## src/rtl/cpu_pkg.sv

```systemverilog
// Shared CPU types and widths used by the fetch path.
// Holds the IF->OF payload type and the default prefetch queue depth.
package cpu_pkg;

  localparam int INST_ADDR_WIDTH = 16;
  localparam int INST_DATA_WIDTH = 32;
  localparam int IF_FQ_DEPTH_DEF = 4;

  typedef struct packed {
    logic [31:0]                pc;
    logic [INST_DATA_WIDTH-1:0] instr;
  } If_Of_t;

  function automatic logic [31:0] align_word(input logic [31:0] addr);
    return {addr[31:2], 2'b00};
  endfunction

endpackage

```

## src/rtl/sync_fifo_flush.sv

```systemverilog
// Synchronous FIFO of arbitrary element type with a single-cycle flush.
// Flush wins over push and pop; depth need not be a power of two.
module sync_fifo_flush #(
  parameter type T     = logic,
  parameter int  DEPTH = 4,
  localparam int CW    = $clog2(DEPTH + 1),
  localparam int PW    = (DEPTH > 1) ? $clog2(DEPTH) : 1
) (
  input  logic          clk_i,
  input  logic          rst_i,
  input  logic          push_i,
  input  logic          pop_i,
  input  logic          flush_i,
  input  T              data_i,
  output T              data_o,
  output logic [CW-1:0] count_o
);

  T              mem_q [DEPTH];
  logic [PW-1:0] wr_ptr_q, wr_ptr_d;
  logic [PW-1:0] rd_ptr_q, rd_ptr_d;
  logic [CW-1:0] count_q, count_d;

  function automatic logic [PW-1:0] ptr_inc(input logic [PW-1:0] p);
    if (p == PW'(DEPTH - 1)) begin
      return '0;
    end else begin
      return p + PW'(1);
    end
  endfunction

  // Pointer and count next-state
  always_comb begin
    wr_ptr_d = wr_ptr_q;
    rd_ptr_d = rd_ptr_q;
    count_d  = count_q;
    if (flush_i) begin
      wr_ptr_d = '0;
      rd_ptr_d = '0;
      count_d  = '0;
    end else begin
      wr_ptr_d = push_i ? ptr_inc(wr_ptr_q) : wr_ptr_q;
      rd_ptr_d = pop_i  ? ptr_inc(rd_ptr_q) : rd_ptr_q;
      case ({push_i, pop_i})
        2'b10:   count_d = count_q + CW'(1);
        2'b01:   count_d = count_q - CW'(1);
        default: count_d = count_q;
      endcase
    end
  end

  // Control state register
  always_ff @(posedge clk_i) begin
    if (rst_i) begin
      wr_ptr_q <= '0;
      rd_ptr_q <= '0;
      count_q  <= '0;
    end else begin
      wr_ptr_q <= wr_ptr_d;
      rd_ptr_q <= rd_ptr_d;
      count_q  <= count_d;
    end
  end

  // Storage is pure datapath; validity is tracked by count_q
  always_ff @(posedge clk_i) begin
    if (push_i && !flush_i && !rst_i) begin
      mem_q[wr_ptr_q] <= data_i;
    end
  end

  assign data_o  = mem_q[rd_ptr_q];
  assign count_o = count_q;

endmodule

```

## src/rtl/if_prefetch_stage.sv

```systemverilog
// Instruction fetch stage with a prefetch queue between IMEM and OF.
// Credit-based issue keeps every IMEM read landable; redirects flush everything.
module if_prefetch_stage
  import cpu_pkg::*;
#(
  parameter int          FQ_DEPTH        = cpu_pkg::IF_FQ_DEPTH_DEF,
  parameter logic [31:0] RESET_PC        = 32'h0000_0000,
  parameter int          INST_ADDR_WIDTH = cpu_pkg::INST_ADDR_WIDTH,
  parameter int          INST_DATA_WIDTH = cpu_pkg::INST_DATA_WIDTH,
  localparam int         CW              = $clog2(FQ_DEPTH + 1)
) (
  input  logic                       Clk,
  input  logic                       Rst,
  input  logic                       Start,
  output logic                       Imem_En,
  output logic [INST_ADDR_WIDTH-1:0] Imem_Addr,
  input  logic [INST_DATA_WIDTH-1:0] Imem_Data,
  input  logic                       Ex_IsBranchTaken_i,
  input  logic [31:0]                Ex_BranchPC_i,
  output logic                       If_Valid_o,
  output If_Of_t                     If_Payld_o,
  input  logic                       If_Ready_i,
  output logic [CW-1:0]              If_Occupancy_o,
  output logic                       If_MisalignErr_o
);

  logic [31:0]   fetch_pc_q, fetch_pc_d;
  logic [31:0]   req_pc_q, req_pc_d;
  logic          inflight_q, inflight_d;
  logic          misalign_q, misalign_d;
  logic [CW-1:0] fq_count;
  logic [CW:0]   credit_used;
  logic          issue, push, pop;
  If_Of_t        push_data;

  // Queue slots already spoken for, including the read still in flight
  assign credit_used = {1'b0, fq_count} + (CW + 1)'(inflight_q);
  assign issue       = !Rst && Start && !Ex_IsBranchTaken_i &&
                       (credit_used < (CW + 1)'(FQ_DEPTH));
  assign push        = inflight_q && !Ex_IsBranchTaken_i;
  assign pop         = If_Valid_o && If_Ready_i;

  assign push_data.pc    = req_pc_q;
  assign push_data.instr = Imem_Data;

  assign Imem_En          = issue;
  assign Imem_Addr        = fetch_pc_q[INST_ADDR_WIDTH+1:2];
  assign If_Valid_o       = (fq_count != '0) && !Ex_IsBranchTaken_i;
  assign If_Occupancy_o   = fq_count;
  assign If_MisalignErr_o = misalign_q;

  // PC, in-flight and error next-state
  always_comb begin
    fetch_pc_d = fetch_pc_q;
    req_pc_d   = req_pc_q;
    inflight_d = 1'b0;
    misalign_d = misalign_q;
    if (Ex_IsBranchTaken_i) begin
      fetch_pc_d = align_word(Ex_BranchPC_i);
      misalign_d = misalign_q | (Ex_BranchPC_i[1:0] != 2'b00);
    end else if (issue) begin
      req_pc_d   = fetch_pc_q;
      fetch_pc_d = fetch_pc_q + 32'd4;
      inflight_d = 1'b1;
    end else begin
      fetch_pc_d = fetch_pc_q;
      inflight_d = 1'b0;
    end
  end

  // Fetch-side state register
  always_ff @(posedge Clk) begin
    if (Rst) begin
      fetch_pc_q <= RESET_PC;
      req_pc_q   <= RESET_PC;
      inflight_q <= 1'b0;
      misalign_q <= 1'b0;
    end else begin
      fetch_pc_q <= fetch_pc_d;
      req_pc_q   <= req_pc_d;
      inflight_q <= inflight_d;
      misalign_q <= misalign_d;
    end
  end

  sync_fifo_flush #(
    .T     (If_Of_t),
    .DEPTH (FQ_DEPTH)
  ) u_fq (
    .clk_i   (Clk),
    .rst_i   (Rst),
    .push_i  (push),
    .pop_i   (pop),
    .flush_i (Ex_IsBranchTaken_i),
    .data_i  (push_data),
    .data_o  (If_Payld_o),
    .count_o (fq_count)
  );

endmodule

```

## config.mk

```make
export PLATFORM = sky130hd
export DESIGN_NAME = if_prefetch_stage
export DESIGN_NICKNAME = d
export VERILOG_FILES = /design/src/rtl/cpu_pkg.sv /design/src/rtl/sync_fifo_flush.sv /design/src/rtl/if_prefetch_stage.sv
export SDC_FILE = /design/constraint.sdc
export NUM_CORES = 1
export LEC_CHECK = 0
export BUFFER_PORTS_ARGS = -buffer_cell sky130_fd_sc_hd__buf_4
export CAP_MARGIN = 20
export CORE_ASPECT_RATIO = 0.7
export CORE_MARGIN = 2
export CORE_UTILIZATION = 30
export DETAILED_ROUTE_END_ITERATION = 6
export PLACE_DENSITY = 0.44
export SLEW_MARGIN = 20
export SYNTH_ARGS = -nofsm -noshare
export SYNTH_HDL_FRONTEND = slang
export SYNTH_SLANG_ARGS = --single-unit
export TNS_END_PERCENT = 5
```

## constraint.sdc

```tcl
create_clock -name Clk -period 8.6 [get_ports Clk]
set_input_delay 0.86 -clock Clk [delete_from_list [all_inputs] [get_ports Clk]]
set_output_delay 0.86 -clock Clk [all_outputs]
set_load 0.005 [all_outputs]
```

==> flow_summary.json, run 1 <==
{
  "synth_fa_ha_area_share_pct": 0.864,
  "clock-sinks": 319,
  "ys.flop_type": "edfxtp_1",
  "area_growth_pct": 22.1,
  "cts-hold-fix-buffers": 0,
  "syn-cell-area_um2": 12400,
  "slew_headroom_pct": 35.7,
  "finalWirelength_mm": 29.3,
  "layout_common_cells": "edfxtp_1, buf_4, nand2_1, dfxtp_1, mux4_2",
  "powerDensity_nw_per_um2": 218,
  "synth.avg_cell_area_um2": 16.1,
  "clkLatencyLatePin_ps": 520,
  "timing.final.ws_setup_ps": 4700,
  "yosys.area.top_type": "edfxtp_1",
  "placedCellCount": 1415,
  "cts_resized": 0,
  "finClkSkew_ps": 17.9,
  "rsz0062_at_grt": "false",
  "drc": 0,
  "timing.fmax_ghz": 0.257,
  "wire_per_inst_um": 19.8,
  "clk_path_buf_depth": 3,
  "die_h_um": 174,
  "coreArea_um2": 41000,
  "initial_utilization_pct": 30.4,
  "vdd_drop_max_mv": 0.114,
  "synth-xor-area-share_pct": 0.422,
  "hold_viol_final": 0,
  "first_global_vias": 7107,
  "synth_edf_count": 248,
  "grt_max_degree": 66,
  "grt_pass1_wl_mm": 44.5,
  "report.final.slew_viol_count": 0,
  "layout-drive-gt1-share_pct": 31.2,
  "cts_tree": "done",
  "setup_viol": 0,
  "critical_path_class": "input pin to primary output",
  "cp.arrival_ps": 3040,
  "drv_cap": 0,
  "yosysTopAreaCellShare_pct": 59.8,
  "place_area_um2": 14000,
  "place_congestion": 0.725,
  "avgViaCountPerCell": 4.71,
  "synth_area_leaders": "edfxtp_1, dfxtp_1, mux4_2",
  "antenna_found_initial": 0,
  "yosysUniqueCellTypes": 59,
  "io_buffers": 152,
  "tightest_slew_ps": 965,
  "required_ps": 7740,
  "stdcell_area_um2": 15200,
  "layout_commonest_cell": "edfxtp_1",
  "p_leak_nw": 4.98,
  "numCtsBuffers": 35,
  "row_count": 62,
  "cp_max_fo": 65,
  "hpwl_mm": 17.6,
  "ant_nets": 0,
  "hold_path.class": "register to register",
  "end_kind": "primary output",
  "num_antenna_cells": 0,
  "track_usage_pct": 13.6,
  "finalCriticalPeriod_ps": 3900,
  "htree_levels": 2,
  "grt_overflow": 0,
  "clkSlewWorstSetupHoldPaths_ps": 60,
  "dr.pass1.iters": 5,
  "finalNetCount": 985,
  "startpoint_type": "input pin",
  "synth_top_family_by_area": "multiplexers",
  "ys_ff_latch": 319,
  "min_period_over_period_pct": 45.3,
  "synthArstFlopShare_pct": 0,
  "die_w_um": 247,
  "yosysSeqAreaShare_pct": 71.2,
  "drtIter0Drc": 427,
  "post_cts_buffers": 0,
  "synthMuxAreaShare_pct": 11.6,
  "stdcell_count": 1478,
  "yosys.area_share.simple_pct": 7.71,
  "yosys_warnings": 0,
  "synth_compound_area_share_pct": 4.93,
  "fin_setup_tns_ps": 0,
  "die_area_um2": 43200,
  "ios": 155,
  "vias": 6966,
  "root_buffer": "clkbuf_16",
  "fill_cells": 3887,
  "pre_cts_ws_ps": 4550,
  "netlist_instances": 773,
  "status": "completed"
}
-- metrics by stage --
stage / utilization (%) / hold slack (ps) / power, W
finish: 37.1 / 450 / 0.00331
global route: 37.1 / 493 / 0.00344
CTS: 37.1 / 459 / 0.00337
detailed placement: 34.2 / 451 / 0.00182
global placement: 34.2 / 441 / 0.00182
floorplan: - / 432 / 0.00176
-- power breakdown --
part	total [W]	internal, W	switching, W	leakage, nW
logic	0.0000951	0.0000454	0.0000497	1.62
registers	0.00169	0.00167	0.0000214	2.78
clock network	0.00153	0.000939	0.000587	0.581
-- Yosys cell counts (3+ instances only) --
cell	count
mux2i_1	3
nand3_1	15
nand4_1	11
a31oi_1	13
xor2_1	5
inv_1	13
and3_1	4
a22oi_1	3
buf_4	18
o21ai_0	8
o21ai_1	5
o211ai_1	4
edfxtp_1	248
or3_1	4
nor4_1	3
o22ai_1	4
ha_1	7
buf_2	17
clkbuf_1	25
dfxtp_1	71
a32oi_1	4
mux4_2	62
a21oi_1	54
nor3_1	5
and2_1	5
nor2_1	31
nand2_1	92
-- state kept, by name, indices dropped and copies added (netlist names), named ones only --
register and count:
If_MisalignErr_o 1, u_fq.wr_ptr_q 2, u_fq.count_o 3, u_fq.mem_q 248
inflight_q 1, u_fq.rd_ptr_q 2, fetch_pc_q 30, req_pc_q 30
-- metal layers --
layer  track usage (%)  part of all wire (%)  vias up
met5                 0                     0        -
met4              3.04                   1.5        0
met3              2.79                   4.2       38
met2              21.1                    46      133
met1              19.6                    48     3550
li1                  -                     -     3245
-- area by class of cell --
type	instances	area [um2]	area share [%]
multi-input cells	378	3210	21.1
clock buffers	46	1000	6.58
clock inverters	17	180	1.19
inverters	14	52.6	0.346
flip-flops and latches	319	8880	58.4
well taps	544	681	4.48
repair buffers	160	1200	7.90
-- cell families after synthesis --
logic type | after synthesis
other cells | 1
compound gates | 104
simple gates | 191
xor+xnor | 6
buf+inv | 77
fa+ha+maj | 8
mux | 67
flops | 319
-- worst max-delay path, cell delays in order --
cell     delay, ps
buf_4          550
nor4b_4        110
nand2_2         80
buf_4          560
inv_2          530
buf_4          300
-- path summary, 6_finish.rpt --
check,depth (start not counted),from,slack (ps),to
max reg2reg,7,inflight_q,5310,fetch_pc_q[15]
min,2,If_MisalignErr_o,450,If_MisalignErr_o
max,6,Rst,4700,Imem_En
min reg2reg,2,If_MisalignErr_o,450,If_MisalignErr_o
Power figures use the tool's default switching activity.
==> run 2: changes to the inputs <==
Clock period 8.6 ns to 3.8 ns, I/O delays scaled along.
==> run 2 against run 1 <==
Net effect: clock-buffer cell count down 1; critical endpoint is now If_Payld_o[57]; hold slack worse by 370 ps; largest cell class unchanged; die area unchanged; utilization down 0.064 points.
==> flow_summary.json, run 2 (synthesis gave the netlist of run 1 again) <==
{
  "layout-drive-gt1-share_pct": 31.6,
  "numCtsBuffers": 35,
  "post_cts_buffers": 0,
  "layout_common_cells": "edfxtp_1, buf_4, nand2_1, dfxtp_1, mux4_2",
  "cp_max_fo": 21,
  "crit_path_end": "If_Payld_o[57]",
  "tightest_slew_ps": 939,
  "top_register": "u_fq.mem_q",
  "report.final.slew_viol_count": 0,
  "min_period_over_period_pct": 70.8,
  "vdd_drop_max_mv": 0.223,
  "powerDensity_nw_per_um2": 477,
  "finalCriticalPeriod_ps": 2690,
  "cts_resized": 0,
  "fin_setup_tns_ps": 0,
  "hold_viol_final": 0,
  "initial_utilization_pct": 30.4,
  "avgViaCountPerCell": 4.78,
  "largest_register_ffs": 248,
  "place_area_um2": 14100,
  "setup_viol": 0,
  "reg2reg_slack_ps": 1430,
  "p_leak_nw": 4.98,
  "ant_nets": 0,
  "slew_headroom_pct": 37.2,
  "drc": 0,
  "hold_path.class": "input pin to register",
  "finalWirelength_mm": 30.1,
  "die_area_um2": 43200,
  "vias": 7072,
  "drv_cap": 0,
  "required_ps": 3420,
  "dr.pass1.iters": 4,
  "die_w_um": 247,
  "layout_commonest_cell": "edfxtp_1",
  "critical_path_class": "register to primary output",
  "coreArea_um2": 41000,
  "clkLatencyLatePin_ps": 510,
  "clock-sinks": 319,
  "antenna_found_initial": 1,
  "status": "completed",
  "hpwl_mm": 18.9,
  "io_buffers": 152,
  "rr_endpoint": "fetch_pc_q[18]",
  "finalNetCount": 992,
  "clk_path_buf_depth": 3,
  "worstReg2RegStart": "fetch_pc_q[2]",
  "reg.largest.list": "u_fq.mem_q: 248 flops, fetch_pc_q: 30 flops, req_pc_q: 30 flops",
  "clkSlewWorstSetupHoldPaths_ps": 60,
  "stdcell_area_um2": 15200,
  "wire_per_inst_um": 20.3,
  "area_growth_pct": 21.9,
  "grt_overflow": 0,
  "row_count": 62,
  "rsz0062_at_grt": "false",
  "root_buffer": "clkbuf_16",
  "cp.arrival_ps": 2310,
  "first_global_vias": 7411,
  "num_antenna_cells": 0,
  "htree_levels": 2,
  "die_h_um": 174,
  "grt_pass1_wl_mm": 46.5,
  "ios": 155,
  "end_kind": "primary output",
  "drtIter0Drc": 537,
  "cts_tree": "done",
  "cts-hold-fix-buffers": 0,
  "track_usage_pct": 14.2,
  "worstRegToRegCells": 6,
  "finClkSkew_ps": 10.3,
  "grt_max_degree": 65,
  "startpoint_type": "register",
  "timing.fmax_ghz": 0.371,
  "place_congestion": 0.740
}
==> run 2: changes by cell type in the layout (fill, tap and decap cells not counted), sizes merged <==
cell,before,now
buf,160,167
bufinv,4,1
clkbuf,46,45
inv,15,14
==> run 2: worst min-delay path by stage <==
stage	start	endpoint	slack, ps	depth (start not counted)
3_5_place_dp	If_MisalignErr_o	If_MisalignErr_o	450	2
4_1_cts	Imem_Data[14]	u_fq.mem_q[0][14]	50	1
2_1_floorplan	fetch_pc_q[30]	req_pc_q[30]	430	2
5_1_grt	Imem_Data[17]	u_fq.mem_q[2][17]	50	1
6_report	Imem_Data[25]	u_fq.mem_q[3][25]	80	1
3_3_place_gp	If_MisalignErr_o	If_MisalignErr_o	440	2
==> run 2: cell type report <==
type	count	area, um2
clock buffer	45	976
fill	3922	25800
inverter	14	52.6
timing repair buffer	167	1290
sequential	319	8880
tap	544	681
clock inverter	13	88.8
multi-input combinational	378	3210
==> run 2: stage by stage <==
step / worst slack (ps) / total power [W] / hold slack, ps / instances / utilization, %
2_1_floorplan: 944 / 0.00399 / 432 / 774 / -
3_3_place_gp: 1200 / 0.00412 / 439 / 1422 / 34.5
3_5_place_dp: 1170 / 0.00412 / 451 / 1422 / 34.5
4_1_cts: 1010 / 0.00735 / 45.3 / 1480 / 37.1
5_1_grt: 948 / 0.00751 / 51.9 / 1480 / 37.1
6_report: 1110 / 0.00724 / 77.4 / 1480 / 37.1
==> run 2: worst max-delay path, stage by stage, from the launching register on <==
cell and delay, ps:
dfxtp_4 530, buf_4 470, mux4_2 630, buf_4 160
==> run 2: power breakdown <==
part           switching (W)  total, W  internal, W
sequential         0.0000480   0.00382      0.00377
combinational       0.000115  0.000219     0.000104
clock                0.00133   0.00320      0.00187
==> run 2: metal layers <==
layer / track usage, % / vias up / wire length, um / share of wire, %
met3: 3.04 / 40 / 1390 / 4.6
met1: 20.6 / 3622 / 14300 / 48
met2: 22.1 / 145 / 14000 / 46
met4: 3.02 / 2 / 433 / 1.4
li1: - / 3263 / - / -
met5: 0 / - / 16 / 0.053
